$ cat src/rtl/support_memory_arb.sv
// Arbitrated, write-protected single port onto the supervisor RAM.
// Two masters (support CPU, system loader) share it via req/ack; CPU writes into a window can be blocked.
module support_memory_arb #(
  parameter int unsigned AW     = 16,
  parameter int unsigned DW     = 8,
  parameter int unsigned WP_LO  = 0,
  parameter int unsigned WP_HI  = 0,
  parameter int unsigned RD_LAT = 1
) (
  input  logic          clk,
  input  logic          reset_n,

  input  logic          cpu_req,
  input  logic          cpu_we,
  input  logic [AW-1:0] cpu_addr,
  input  logic [DW-1:0] cpu_wdata,
  output logic [DW-1:0] cpu_rdata,
  output logic          cpu_ack,

  input  logic          sys_en,
  input  logic          sys_req,
  input  logic          sys_we,
  input  logic [AW-1:0] sys_addr,
  input  logic [DW-1:0] sys_wdata,
  output logic [DW-1:0] sys_rdata,
  output logic          sys_ack,

  input  logic          wp_enable,
  input  logic          viol_clr,
  output logic          wp_viol,
  output logic [AW-1:0] wp_viol_addr,

  output logic [AW-1:0] ram_addr,
  output logic [DW-1:0] ram_wdata,
  output logic          ram_we,
  input  logic [DW-1:0] ram_q
);

  localparam logic [1:0] StIdle = 2'd0;
  localparam logic [1:0] StWr   = 2'd1;
  localparam logic [1:0] StRd   = 2'd2;
  localparam logic [1:0] StAck  = 2'd3;

  localparam bit          WinValid = (WP_HI >= WP_LO);
  localparam logic [AW-1:0] WpLo    = AW'(WP_LO);
  localparam logic [AW-1:0] WinSpan = AW'(WP_HI - WP_LO);
  // RD is held RD_LAT+1 cycles: one for the address to reach the macro, RD_LAT for the data.
  localparam logic [1:0]  RdLast   = 2'(RD_LAT);

  logic [1:0]    state_q, state_d;
  logic          master_q, master_d;   // 1 = loader owns the in-flight access
  logic [1:0]    rd_cnt_q, rd_cnt_d;
  logic [AW-1:0] ram_addr_q, ram_addr_d;
  logic [DW-1:0] ram_wdata_q, ram_wdata_d;
  logic          ram_we_q, ram_we_d;
  logic          cpu_ack_q, cpu_ack_d;
  logic          sys_ack_q, sys_ack_d;
  logic [DW-1:0] cpu_rdata_q, cpu_rdata_d;
  logic [DW-1:0] sys_rdata_q, sys_rdata_d;
  logic          wp_viol_q, wp_viol_d;
  logic [AW-1:0] wp_viol_addr_q, wp_viol_addr_d;

  logic          grant_cpu, grant_sys, grant_we, cpu_prot;
  logic [AW-1:0] win_off;

  always_comb begin
    grant_sys = (state_q == StIdle) & sys_en & sys_req;
    grant_cpu = (state_q == StIdle) & ~sys_en & cpu_req;
    grant_we  = grant_sys ? sys_we : cpu_we;
    // Wrapping offset: addresses below WP_LO land above the span and fall outside.
    win_off   = cpu_addr - WpLo;
    cpu_prot  = grant_cpu & cpu_we & wp_enable & WinValid & (win_off <= WinSpan);
  end

  always_comb begin
    state_d     = state_q;
    master_d    = master_q;
    rd_cnt_d    = rd_cnt_q;
    ram_addr_d  = ram_addr_q;
    ram_wdata_d = ram_wdata_q;
    ram_we_d    = 1'b0;
    cpu_ack_d   = 1'b0;
    sys_ack_d   = 1'b0;
    cpu_rdata_d = cpu_rdata_q;
    sys_rdata_d = sys_rdata_q;

    case (state_q)
      StIdle: begin
        if (grant_sys || grant_cpu) begin
          master_d    = grant_sys;
          ram_addr_d  = grant_sys ? sys_addr : cpu_addr;
          ram_wdata_d = grant_sys ? sys_wdata : cpu_wdata;
          rd_cnt_d    = 2'd0;
          if (grant_we) begin
            state_d  = StWr;
            ram_we_d = ~cpu_prot;
          end else begin
            state_d = StRd;
          end
        end
      end
      StWr: begin
        state_d   = StAck;
        cpu_ack_d = ~master_q;
        sys_ack_d = master_q;
      end
      StRd: begin
        if (rd_cnt_q == RdLast) begin
          state_d   = StAck;
          cpu_ack_d = ~master_q;
          sys_ack_d = master_q;
          if (master_q) begin
            sys_rdata_d = ram_q;
          end else begin
            cpu_rdata_d = ram_q;
          end
        end else begin
          rd_cnt_d = rd_cnt_q + 2'd1;
        end
      end
      StAck: begin
        state_d = StIdle;
      end
      default: begin
        state_d = StIdle;
      end
    endcase
  end

  // A new violation beats a simultaneous clear and reloads the captured address.
  always_comb begin
    wp_viol_d      = wp_viol_q;
    wp_viol_addr_d = wp_viol_addr_q;
    if (cpu_prot) begin
      wp_viol_d = 1'b1;
      if (!wp_viol_q || viol_clr) begin
        wp_viol_addr_d = cpu_addr;
      end
    end else if (viol_clr) begin
      wp_viol_d = 1'b0;
    end
  end

  always_ff @(posedge clk or negedge reset_n) begin
    if (!reset_n) begin
      state_q        <= StIdle;
      master_q       <= 1'b0;
      rd_cnt_q       <= 2'd0;
      ram_addr_q     <= '0;
      ram_wdata_q    <= '0;
      ram_we_q       <= 1'b0;
      cpu_ack_q      <= 1'b0;
      sys_ack_q      <= 1'b0;
      cpu_rdata_q    <= '0;
      sys_rdata_q    <= '0;
      wp_viol_q      <= 1'b0;
      wp_viol_addr_q <= '0;
    end else begin
      state_q        <= state_d;
      master_q       <= master_d;
      rd_cnt_q       <= rd_cnt_d;
      ram_addr_q     <= ram_addr_d;
      ram_wdata_q    <= ram_wdata_d;
      ram_we_q       <= ram_we_d;
      cpu_ack_q      <= cpu_ack_d;
      sys_ack_q      <= sys_ack_d;
      cpu_rdata_q    <= cpu_rdata_d;
      sys_rdata_q    <= sys_rdata_d;
      wp_viol_q      <= wp_viol_d;
      wp_viol_addr_q <= wp_viol_addr_d;
    end
  end

  assign ram_addr     = ram_addr_q;
  assign ram_wdata    = ram_wdata_q;
  assign ram_we       = ram_we_q;
  assign cpu_ack      = cpu_ack_q;
  assign sys_ack      = sys_ack_q;
  assign cpu_rdata    = cpu_rdata_q;
  assign sys_rdata    = sys_rdata_q;
  assign wp_viol      = wp_viol_q;
  assign wp_viol_addr = wp_viol_addr_q;

endmodule

$ cat config.mk
export PLATFORM = sky130hd
export DESIGN_NAME = support_memory_arb
export DESIGN_NICKNAME = d
export VERILOG_FILES = /design/src/rtl/support_memory_arb.sv
export SDC_FILE = /design/constraint.sdc
export NUM_CORES = 1
export LEC_CHECK = 0
export BUFFER_PORTS_ARGS = -buffer_cell sky130_fd_sc_hd__buf_2
export CAP_MARGIN = 10
export CORE_MARGIN = 3
export CORE_UTILIZATION = 30
export CTS_CLUSTER_DIAMETER = 40
export DETAILED_ROUTE_END_ITERATION = 10
export SLEW_MARGIN = 5
export SYNTH_ARGS = -nofsm -noshare
export SYNTH_HDL_FRONTEND = slang
export SYNTH_SLANG_ARGS = --single-unit
$ cat constraint.sdc
create_clock -name clk -period 1.4 [get_ports clk]
set_input_delay 0.21 -clock clk [delete_from_list [all_inputs] [get_ports clk]]
set_output_delay 0.21 -clock clk [all_outputs]
set_load 0.03 [all_outputs]
After elaboration in Yosys (flattened, before gate mapping)
Cells that the tools add are included.

word-level totals
  flip-flop bits (word level) = 65
  input port bits = 65
  output and inout bits = 60
  logic and storage cells = 62

operators by class
  add/subtract/negate cells = 1
  magnitude comparators = 1
  equality and inequality tests = 7
  mux-type cells = 19
  bitwise operators = 10
  reductions and logical operators = 12

operators with widths
  cell                                                                                count
  16-bit by 1-bit less-or-equal comparator with 1-bit output (second input constant)  1
  16-bit 2-to-1 mux                                                                   1
  2-bit 2-to-1 mux                                                                    5
  3-bit AND reduction                                                                 3
  1-bit 2-to-1 mux                                                                    8
  8-bit 2-to-1 mux                                                                    1
  2-bit one-hot mux with 4 select lines                                               1
  1-bit AND                                                                           7
  2-bit AND reduction                                                                 3
  2-bit by 1-bit equality test with 1-bit output (second input constant)              2
  2-bit equality test (second input constant)                                         2
  2-bit inequality test (second input constant)                                       2
  1-bit one-hot mux with 2 select lines                                               2
  2-bit one-hot mux with 2 select lines                                               1
  2-bit nonzero test                                                                  2
  1-bit inverter                                                                      3
  2-bit by 1-bit adder with 2-bit output (second input constant)                      1
  2-bit zero test                                                                     1
  1-bit logical OR                                                                    2
  2-bit by 1-bit inequality test with 1-bit output (second input constant)            1
  1-bit zero test                                                                     1

Logic depth before layout (Yosys ltp)
  depth after elaboration = 10
  gate-level depth with buffers = 8
  mapped depth without buffers = 5

Worst setup path before layout
Ideal clock, no wire load.

  path type = register -> register
  start point = register state_q[0]
  end point = register wp_viol_addr_q[10], in the netlist wp_viol_addr[10]
  library setup time = 128 ps
  arrival = 1433 ps
  required time = 1272 ps
  setup slack = -161 ps
  stages on the path, launching flop included = 9
  path buffers = 3
  clock period less this slack = 1561 ps
  path through = dfrtp_1 > inv_1 > ha_1 > and3b_1 > buf_6 > and4_4 > buf_6 > buf_12 > a21boi_2

between the ends
  longest elaborated chain between the ends = 7

ends and longest elaborated chain
  item                                  line  text
  from (decl)                           50    logic [1:0] state_q, state_d;
  from (signal assigned)                146   state_q <= StIdle;
  from (signal assigned)                159   state_q <= state_d;
  2-bit zero test                       68    grant_cpu = (state_q == StIdle) & ~sys_en & cpu_req;
  1-bit AND (2 in series)               68
  1-bit AND (3 in series)               72    cpu_prot = grant_cpu & cpu_we & wp_enable & WinValid & (win_off <= WinSpan);
  2-bit AND reduction (no source line)  -
  to (signal assigned)                  170   wp_viol_addr_q <= wp_viol_addr_d;
  to (decl)                             61    logic [AW-1:0] wp_viol_addr_q, wp_viol_addr_d;

No other way between the ends.
A chain may end at the register's enable or synchronous reset.

Final worst setup path
  start point = register state_q[0]
  end point = register ram_addr_q[13], in the netlist ram_addr[13]

between the ends
  longest elaborated chain between the ends = 5

ends and longest elaborated chain
  item                                               line        text
  2-bit zero test *                                  67, 68, 87
  1-bit AND, on equally long branches (2 in series)  67, 68
  1-bit logical OR                                   89          if (grant_sys || grant_cpu) begin
  2-bit AND reduction (no source line)               -
  to (signal assigned)                               162         ram_addr_q <= ram_addr_d;
  to (decl)                                          53          logic [AW-1:0] ram_addr_q, ram_addr_d;

Mark *: on every way between the ends. The rest lies on a longest branch, timed or not.

==> impl_metrics.toml <==
[setup_path]
arrival_ns = 1.72
end_kind = "flop"
cp_data_required_time_ns = 1.62
cp_max_fo = 5
cp-start-kind = "flop"
worstSetupPathType = "reg -> reg"

[global_route]
grt_overflow = 0
grt_pass1_wl_microns = 12200
grtUsageTotal_pct = 15.2
grt_max_degree = 66
grt_antenna_before_repair = 0
grt_pass1_vias = 2431

[route]
drt_wl_total_microns = 7890
vias = 2368
route.met3.wl_microns = 300
postRouteAntennaNets = 0
via_per_inst = 4.57
m1WireLength_microns = 3460
drc_errors = 0
highest_layer = "met4"
firstDrtPassIters = 4
first_iter_violations = 61
dr_wl_met2_microns = 3960
wl_per_cell_microns = 15.2

[final_layout]
drive_gt1_share_pct = 58.4
layout_common_cells = "buf_2 (124), dfrtp_1 (65), nand2_1 (24), mux2_4 (16), buf_4 (16)"
final_nets = 456
finalInstanceArea_sq_mm = 0.00433
multiInputGateArea_sq_mm = 0.00135
layout_commonest_cell = "buf_2"
fillers = 844
n_antenna_cell = 0
syn_to_final_growth_pct = 51.8
final-seq-area_sq_mm = 0.00163

[job]
maxCapViolCount = 0

[sta]
finalClockSkew_ns = 0.0128
max-slew-margin-rel_pct = 48.5
tightestPinTransition_ns = 0.766
fmax_mhz = 669
setup_violations = 48
grt_setup_unrepaired = "yes"
finalHoldViolations = 0
period_needed_ns = 1.50
fin_setup_tns_ns = -2.01
final.setup.worst_slack_ns = -0.0954
maxSlewViolCount = 0
period_share_pct = 107

[synth]
synthFlopType = "dfrtp_1"
synth_fp_nets = 303
async_flop_share_pct = 100
ys_ff_latch = 65
yosys_warnings = 0
synth.top_cell.area_share_pct = 57.0
syn_area_sq_mm = 0.00285
avgSynthCellArea_sq_um = 12.2
synth_cells = 234
synth.largest_area_cell = "dfrtp_1"
synth_edf_count = 0
yosysSeqAreaShare_pct = 57.0
synth_cell_types = 39
synthTopCellsByArea = "dfrtp_1 (57%), mux2_2 (6.3%), mux2i_1 (6.0%)"

[clock_network]
clkSinkCount = 65
clk_latency_ns = 0.34
cts_tree = "yes"
clockBufferDepth = 2
cts_root_buffer = "clkbuf_8"
clk_transition_reported_paths_ns = 0.08
h-tree-depth = 3
cts_buffers = 9

[die]
die_h_microns = 103
pin_count = 125
coreArea_sq_mm = 0.00898
initial_core_util_pct = 31.8
die_w_microns = 103
rows = 34
die_area_sq_mm = 0.0107

[power]
p_sw_mw = 3.62
intPower_mw = 5.32
clkPwrFrac_pct = 18.4
p_leak_nw = 2.29
p_sw_share_pct = 40.5
power-per-cell-area_mw_per_mm2 = 2070
p_comb_share_pct = 49.1
pwr-share-seq_pct = 32.5
irDropWorstVdd_mv = 0.915

[run_status]
status = "finished, violations left"
violations = "negative setup slack"

[place]
dp_slack_ns = -0.0952
hpwl_microns = 5360
gp_congestion = 0.781
postPlaceCellArea_sq_mm = 0.00374
port_buffers = 124

[hold_path]
hold_class = "in -> reg"
[layout make-up]
| class | count | share of cell area [%] |
|---|---|---|
| repair buffers | 154 | 22.1 |
| inverters | 7 | 0.607 |
| clock buffers | 12 | 3.58 |
| multi-input cells | 150 | 31.3 |
| clock inverters | 4 | 1.19 |
| well taps | 126 | 3.64 |
| flip-flops and latches | 65 | 37.6 |
[kinds of logic (layout without fill, tap and decap cells)]
group	Yosys count	after routing	synth area share, %
muxes	33	33	12.3
adders and majority gates	4	4	1.76
and+or+nand+nor	50	51	8.91
DFF	65	65	57.0
AOI/OAI and AO/OA	62	62	15.8
buffers and inverters	20	177	4.17
[cells in the mapped netlist, types with 2 or more instances]
cell type / n
nor4_1: 2
a21boi_2: 9
buf_4: 2
clkbuf_1: 4
inv_1: 7
o21ai_0: 25
a21boi_0: 7
buf_2: 4
ha_1: 4
nand3b_1: 2
and3_1: 2
mux2i_1: 17
a21oi_1: 2
buf_6: 2
nor2_1: 5
nand2b_1: 3
nand2_1: 27
mux2_2: 16
dfrtp_1: 65
a22oi_1: 10
[through the flow]
stage                     power (mW)  instances  util (%)  hold WS (ns)
after global routing            9.50        518      48.2        0.0647
after CTS                       8.81        516      47.2        0.0551
final                           8.94        518      48.2        0.0666
after detailed placement        6.65        488      41.7         0.258
after floorplan                 5.35        234         -       -0.0856
after global placement          6.56        488      41.7         0.250
[worst max-delay path: stages, from the launching register on]
cell      delay [ns]
dfrtp_1         0.39
inv_2           0.10
ha_4            0.15
buf_6           0.09
nand3b_1        0.11
buf_6           0.16
buf_12          0.13
mux2i_2         0.17
o21ai_1         0.08
[flip-flops by register name (all words and copies together) (netlist names)]
register	cells
sys_ack	1
rd_cnt_q	2
ram_we	1
wp_viol	1
cpu_rdata	8
ram_addr	16
cpu_ack	1
wp_viol_addr	16
ram_wdata	8
sys_rdata	8
master_q	1
state_q	2
[layer usage]
metal | vias up | track usage (%)
li1 | 1151 | -
met5 | - | 0
met1 | 1150 | 19.2
met2 | 54 | 24.8
met3 | 13 | 3.22
met4 | 0 | 7.17
[what timing repair did]
item | CTS | global route
buffers inserted | 8 | 4
pin swaps | 4 | 13
hold buffers | 1 | 0
hold endpoints to repair | 65 | 0
gates cloned | 3 | 1
setup endpoints to repair | 46 | 63
resized for setup | 47 | 34
[power groups by stage]
stage / Clock (mW) / Combinational (mW) / Sequential [mW]
finish: 1.64 / 4.39 / 2.91
CTS: 1.70 / 4.22 / 2.89
floorplan: 0 / 1.27 / 4.08
global route: 1.78 / 4.72 / 3.00
detailed placement: 0 / 3.75 / 2.90
global placement: 0 / 3.69 / 2.88
[worst paths after layout]
path / start / end / slack [ns] / depth (start not counted)
setup / recovery: state_q[0] / ram_addr[13] / -0.1 / 8
hold / removal: sys_wdata[7] / ram_wdata[7] / 0.07 / 3
setup reg to reg: state_q[0] / ram_addr[13] / -0.1 / 8
hold reg to reg: sys_rdata[4] / sys_rdata[4] / 0.51 / 1
max in group asynchronous: reset_n / wp_viol_addr[12] / 0.69 / 3
min in group asynchronous: reset_n / ram_addr[6] / 0.40 / 3
Power figures use the tool's default switching activity.
